[src/rtl/reg_wb_pkg.sv]
// Shared types for the register-file writeback stage.
// Latency: n/a (types and constants only).
// Backpressure: n/a.
package reg_wb_pkg;

  localparam int REG_AW = 5;
  localparam int DATA_W = 32;
  localparam int NUM_REGS = 1 << REG_AW;

  typedef logic [REG_AW-1:0] raddr_t;
  typedef logic [DATA_W-1:0] data_t;

  // Register-file write port record.
  typedef struct packed {
    logic   wen;
    raddr_t waddr;
    data_t  wdata;
  } wport_t;

  // One buffered late (load) result.
  typedef struct packed {
    raddr_t waddr;
    data_t  wdata;
  } lres_t;

endpackage

[src/rtl/wb_fifo.sv]
// Late-result buffer: DEPTH-entry FIFO of load results, head visible combinationally.
// Latency: an entry pushed on edge N is at the head from edge N onward (one cycle to pop).
// Backpressure: full blocks push unless a pop happens in the same cycle.
module wb_fifo
  import reg_wb_pkg::*;
#(
  parameter int DEPTH = 2
) (
  input  logic  clk,
  input  logic  rst,
  input  logic  push,
  input  lres_t push_dat,
  input  logic  pop,
  output lres_t head,
  output logic  full,
  output logic  empty
);

  localparam int PW = $clog2(DEPTH);
  localparam int CW = PW + 1;

  lres_t           mem [DEPTH];
  logic [PW-1:0]   wr_ptr;
  logic [PW-1:0]   rd_ptr;
  logic [CW-1:0]   count;
  logic            do_push;
  logic            do_pop;

  assign full    = (count == CW'(DEPTH));
  assign empty   = (count == '0);
  assign head    = mem[rd_ptr];
  // A push into a full buffer is only legal when the head leaves in the same cycle.
  assign do_push = push & (~full | pop);
  assign do_pop  = pop & ~empty;

  // Storage array; contents are don't-care until written, so no reset.
  always_ff @(posedge clk) begin
    if (do_push) mem[wr_ptr] <= push_dat;
  end

  // Pointers wrap naturally because DEPTH is a power of two.
  always_ff @(posedge clk or posedge rst) begin
    if (rst) begin
      wr_ptr <= '0;
      rd_ptr <= '0;
      count  <= '0;
    end else begin
      if (do_push) wr_ptr <= wr_ptr + 1'b1;
      if (do_pop)  rd_ptr <= rd_ptr + 1'b1;
      case ({do_push, do_pop})
        2'b10:   count <= count + 1'b1;
        2'b01:   count <= count - 1'b1;
        default: count <= count;
      endcase
    end
  end

endmodule

[src/rtl/reg_wb.sv]
// Writeback arbiter: merges single-cycle ALU results with buffered load results into one RF write port.
// Latency: ALU 1 cycle accept-to-write; load results at least 2 cycles (always buffered).
// Backpressure: alu_ready_o drops when a load result has starved STARVE_MAX cycles; lsu_ready_o when buffer full and not popping.
module reg_wb
  import reg_wb_pkg::*;
#(
  parameter int FIFO_DEPTH = 2,
  parameter int STARVE_MAX = 3
) (
  input  logic              clk,
  input  logic              rst,
  input  logic              alu_valid_i,
  output logic              alu_ready_o,
  input  logic [REG_AW-1:0] alu_waddr_i,
  input  logic [DATA_W-1:0] alu_wdata_i,
  input  logic              lsu_valid_i,
  output logic              lsu_ready_o,
  input  logic [REG_AW-1:0] lsu_waddr_i,
  input  logic [DATA_W-1:0] lsu_wdata_i,
  input  logic              lsu_issue_i,
  input  logic [REG_AW-1:0] lsu_issue_waddr_i,
  input  logic [REG_AW-1:0] reg1_raddr_i,
  input  logic [REG_AW-1:0] reg2_raddr_i,
  output logic              reg1_busy_o,
  output logic              reg2_busy_o,
  output logic              reg_wen_o,
  output logic [REG_AW-1:0] reg_waddr_o,
  output logic [DATA_W-1:0] reg_wdata_o
);

  localparam int SW = $clog2(STARVE_MAX + 1);

  lres_t               fifo_head;
  lres_t               lsu_dat;
  logic                fifo_full;
  logic                fifo_empty;
  logic                fifo_push;
  logic                fifo_pop;
  logic                force_fifo;
  logic                alu_win;
  logic [SW-1:0]       starve_cnt;
  logic [NUM_REGS-1:0] busy;
  logic [NUM_REGS-1:0] busy_nxt;
  lres_t               win_dat;
  logic                win_vld;
  wport_t              wr_q;

  assign lsu_dat    = '{waddr: lsu_waddr_i, wdata: lsu_wdata_i};

  // A starved buffered result takes the port and holds off the ALU for one cycle.
  assign force_fifo  = (starve_cnt == SW'(STARVE_MAX)) & ~fifo_empty;
  assign alu_ready_o = ~rst & ~force_fifo;
  assign alu_win     = alu_valid_i & alu_ready_o;
  assign fifo_pop    = ~fifo_empty & (force_fifo | ~alu_valid_i);
  // Popping frees a slot in the same cycle, so a full buffer can still take a new result.
  assign lsu_ready_o = ~fifo_full | fifo_pop;
  assign fifo_push   = lsu_valid_i & lsu_ready_o;

  wb_fifo #(.DEPTH(FIFO_DEPTH)) u_fifo (
    .clk      (clk),
    .rst      (rst),
    .push     (fifo_push),
    .push_dat (lsu_dat),
    .pop      (fifo_pop),
    .head     (fifo_head),
    .full     (fifo_full),
    .empty    (fifo_empty)
  );

  // Select this cycle's winner for the write port.
  always_comb begin
    win_vld = 1'b0;
    win_dat = fifo_head;
    if (alu_win) begin
      win_vld = 1'b1;
      win_dat = '{waddr: alu_waddr_i, wdata: alu_wdata_i};
    end else if (fifo_pop) begin
      win_vld = 1'b1;
    end
  end

  // Count cycles the head has waited; saturates so the forced win repeats if needed.
  always_ff @(posedge clk or posedge rst) begin
    if (rst) begin
      starve_cnt <= '0;
    end else if (fifo_empty || fifo_pop) begin
      starve_cnt <= '0;
    end else if (starve_cnt != SW'(STARVE_MAX)) begin
      starve_cnt <= starve_cnt + 1'b1;
    end
  end

  // Pending-load scoreboard update: set wins over clear, x0 never busy.
  always_comb begin
    busy_nxt = busy;
    if (fifo_pop)    busy_nxt[fifo_head.waddr]  = 1'b0;
    if (lsu_issue_i) busy_nxt[lsu_issue_waddr_i] = 1'b1;
    busy_nxt[0] = 1'b0;
  end

  // Scoreboard register.
  always_ff @(posedge clk or posedge rst) begin
    if (rst) busy <= '0;
    else     busy <= busy_nxt;
  end

  assign reg1_busy_o = busy[reg1_raddr_i];
  assign reg2_busy_o = busy[reg2_raddr_i];

  // Registered write port; writes to x0 are swallowed and leave address/data untouched.
  always_ff @(posedge clk or posedge rst) begin
    if (rst) begin
      wr_q <= '0;
    end else if (win_vld && win_dat.waddr != '0) begin
      wr_q.wen   <= 1'b1;
      wr_q.waddr <= win_dat.waddr;
      wr_q.wdata <= win_dat.wdata;
    end else begin
      wr_q.wen <= 1'b0;
    end
  end

  assign reg_wen_o   = wr_q.wen;
  assign reg_waddr_o = wr_q.waddr;
  assign reg_wdata_o = wr_q.wdata;

endmodule

[config.mk]
export PLATFORM = sky130hd
export DESIGN_NAME = reg_wb
export DESIGN_NICKNAME = d
export VERILOG_FILES = /design/src/rtl/reg_wb_pkg.sv /design/src/rtl/wb_fifo.sv /design/src/rtl/reg_wb.sv
export SDC_FILE = /design/constraint.sdc
export NUM_CORES = 1
export LEC_CHECK = 0
export ABC_AREA = 1
export BUFFER_PORTS_ARGS = -buffer_cell sky130_fd_sc_hd__buf_2
export CAP_MARGIN = 20
export CORE_MARGIN = 5
export CORE_UTILIZATION = 47
export DETAILED_ROUTE_END_ITERATION = 12
export PLACE_DENSITY = 0.78
export SLEW_MARGIN = 0
export SYNTH_ARGS = -nofsm -noshare
export SYNTH_HDL_FRONTEND = slang
export SYNTH_SLANG_ARGS = --single-unit
[constraint.sdc]
create_clock -name clk -period 2.8 [get_ports clk]
set_input_delay 0.42 -clock clk [delete_from_list [all_inputs] [get_ports clk]]
set_output_delay 0.42 -clock clk [all_outputs]
set_load 0.005 [all_outputs]
==> results.yml <==
timing:
  setup_viol: 0
  relSlewSlack_pct: 43.9
  rsz0062_at_grt: "no"
  hold_ws_ps: 195
  drv_slew: 0
  skew_ps: 10.7
  min_period_ps: 2350
  finalSetupTns_ps: 0
  clock.fmax_ghz: 0.426
  hold_viol: 0
  worst_pin_slew_ps: 842
  fin_crit_sh_pct: 83.9
logic_synthesis:
  yosysTopAreaCellShare_pct: 33.0
  yosys_warnings: 0
  yosys.area.top_type: "edfxtp_1"
  ys_types: 30
  synth_fp_nets: 825
  syn_inst: 729
  netlist_area_mm2: 0.00673
  ys_ff_latch: 149
  syn_avg_cell_area_um2: 9.24
  synth_seq_area_share_pct: 60.9
  ys_top_cells_by_area: "edfxtp_1, dfrtp_1, nand2_1"
worst_setup_path:
  critPathKind: "input pin to flip-flop"
  slowest_delay_ps: 520
  crit_slowest_cell: "dlygate4sd3_1"
  cp-end-kind: "flip-flop"
  setup.worst_path.start_class: "input pin"
  cp.required_ps: 3140
  crit_buf_inv: 4
  critPathTopFamily: "buffers and inverters"
  path_common_cell: "nand2_1"
  crit_path_max_fanout: 32
  crit_chain: "dlygate4sd3_1 > buf_2 > clkinvlp_4 > nand3_2 > nand2_1 > o21ai_1 > nand2_1 > o21bai_2 > buf_12 > nand2_1 > nand2_1"
  cp.arrival_ps: 2690
floorplan:
  fp.dieH_um: 130
  die_w_um: 130
  ios: 136
  initial_core_util_pct: 48.1
  row_count: 43
  core_mm2: 0.0140
  die_area_mm2: 0.0168
cts:
  cts_sinks: 149
  cts_tree: "yes"
  numCtsBuffers: 17
  cts_htree_levels: 4
  path_clk_slew_ps: 60
  post_cts_resized: 0
  cts.root.buffer_cell: "clkbuf_16"
  clock_latency_ps: 410
  clock_path_buffers: 2
drt:
  first_pass_iters: 7
  postRouteAntennaNets: 0
  totalWireLength_mm: 16.8
  vias: 5739
  wl_per_cell_um: 15.9
  drt_iter0_drc: 472
  routed_via_density: 5.42
  drc_errors: 0
global_route:
  overflow: 0
  use_met1_pct: 27.2
  use_met3_pct: 6.43
  grt_antenna_before_repair: 3
  grt_pass1_vias: 5505
  grt_busiest_layer: "met2"
  grt_max_degree: 66
  grt_pass1_wl_mm: 27.4
  grt_util_all_layers_pct: 20.8
  met2_usage_pct: 34.0
outcome:
  outcome: "completed"
placement:
  dp_hpwl_mm: 11.5
  io_buffers: 135
  post-place-cells: 1025
  gp_congestion: 0.912
final_layout:
  fin_util_pct: 58.9
  drive_above_1_share_pct: 21.9
  stdcell_count: 1058
  areaGrowthSynthToFinish_pct: 22.4
  antennaDiodeCount: 0
  num-nets-final: 961
power:
  p_leak_nw: 3.75
  switching_share_pct: 35.1
  p_seq_share_pct: 42.7
  powerDensity_mw_per_mm2: 1030
  power_mw: 8.50
  clkPwrFrac_pct: 27.1
  comb_power_share_pct: 30.2
  internal-power_mw: 5.52
  power.switching_mw: 2.98
  peakVddDrop_mv: 0.529
hold_path:
  hold_class: "input pin to flip-flop"
flow_run:
  drv_cap: 0
final timing paths:
kind,startpoint,endpoint,slack (ps),depth (start not counted)
worst min register to register,starve_cnt[0],starve_cnt[0],440,1
max in group asynchronous,rst,reg_wdata_o[31],1130,4
worst min-delay path,lsu_wdata_i[2],u_fifo.mem[0][2],190,1
worst max-delay path,rst,reg_wdata_o[12],450,11
worst max register to register,starve_cnt[0],u_fifo.count[1],610,10
min in group asynchronous,rst,reg_waddr_o[2],540,3
cells in the mapped netlist:
library cell / instances
o21ai_0: 75
dfrtp_1: 75
o31ai_1: 6
buf_4: 1
nand4_1: 4
a21oi_4: 1
inv_1: 41
o21bai_2: 1
nand2_1: 215
nand2_2: 2
xnor2_1: 2
buf_6: 3
edfxtp_1: 74
a31oi_1: 32
o21ai_2: 2
nand3_2: 1
or2_2: 1
clkbuf_1: 19
o21ai_1: 2
nand3_1: 75
ha_1: 2
o211ai_1: 4
a21oi_1: 17
buf_2: 8
or2_0: 1
nor2_1: 58
nand3b_1: 1
clkinv_1: 2
xor2_1: 1
inv_2: 3
through the flow:
| step | cell area, µm² | setup slack [ps] |
|---|---|---|
| floorplan | 6740 | -3.06 |
| global placement | 7630 | 465 |
| detailed placement | 7630 | 511 |
| CTS | 8240 | 449 |
| global route | 8240 | 197 |
| finish | 8240 | 451 |
flip-flops by register name, indices dropped and copies added, names as in the netlist:
| signal | count |
|---|---|
| reg_wdata_o | 32 |
| u_fifo.mem | 74 |
| reg_waddr_o | 5 |
| u_fifo.rd_ptr | 1 |
| busy | 31 |
| u_fifo.count | 2 |
| starve_cnt | 2 |
| reg_wen_o | 1 |
| u_fifo.wr_ptr | 1 |
layer usage:
layer	vias to the layer above	part of all wire, %
met5	-	0.23
met3	30	9.5
met1	2689	41
met4	6	1.5
li1	2755	-
met2	259	48
cells in the final DEF, fill, tap and decap left out, types with 3 or more instances in the layout:
cell        netlist  final
a31oi_1          32     32
bufinv_16         0      3
clkbuf_16         0     17
nor2_1           58     56
edfxtp_1         74     74
nand3_1          75     75
clkinvlp_4        0      7
buf_4             1      9
clkinv_1          2      3
o211ai_1          4      4
o31ai_1           6      6
a21oi_1          17     17
inv_2             3      3
nand2_1         215    215
buf_12            0      3
nand4_1           4      4
dfrtp_1          75     75
o21ai_0          75     75
buf_2             8    135
inv_1            41     40
what timing repair did:
item	in CTS	in global routing
hold buffers	1	0
endpoints found under the setup margin	0	0
hold endpoints to repair	10	0
setup buffers	0	0
area by class of cell:
class,instances,area (µm²)
flip-flops and latches,149,4100
inverters,46,176
well taps,180,225
multi-input cells,503,2320
clock buffers,17,425
fillers,1182,5750
repair buffers,148,813
clock inverters,15,179
power by group through the flow:
stage	combinational (mW)	clock [mW]	sequential, mW
floorplan	1.66	0	3.52
global placement	2.50	0	3.64
detailed placement	2.58	0	3.64
CTS	2.59	2.32	3.62
global route	2.95	2.43	3.71
finish	2.57	2.31	3.62
kinds of logic after synthesis:
logic type                 count (synthesis)  share of synthesized area, %
adders and majority gates                  2                         0.372
DFF                                      149                          60.9
buffers and inverters                     77                          4.83
AOI/OAI and AO/OA                        140                          11.7
and+or+nand+nor                          358                          21.8
xor gates and xnor gates                   3                         0.390
Note: power is estimated with default switching activity, not from simulation.
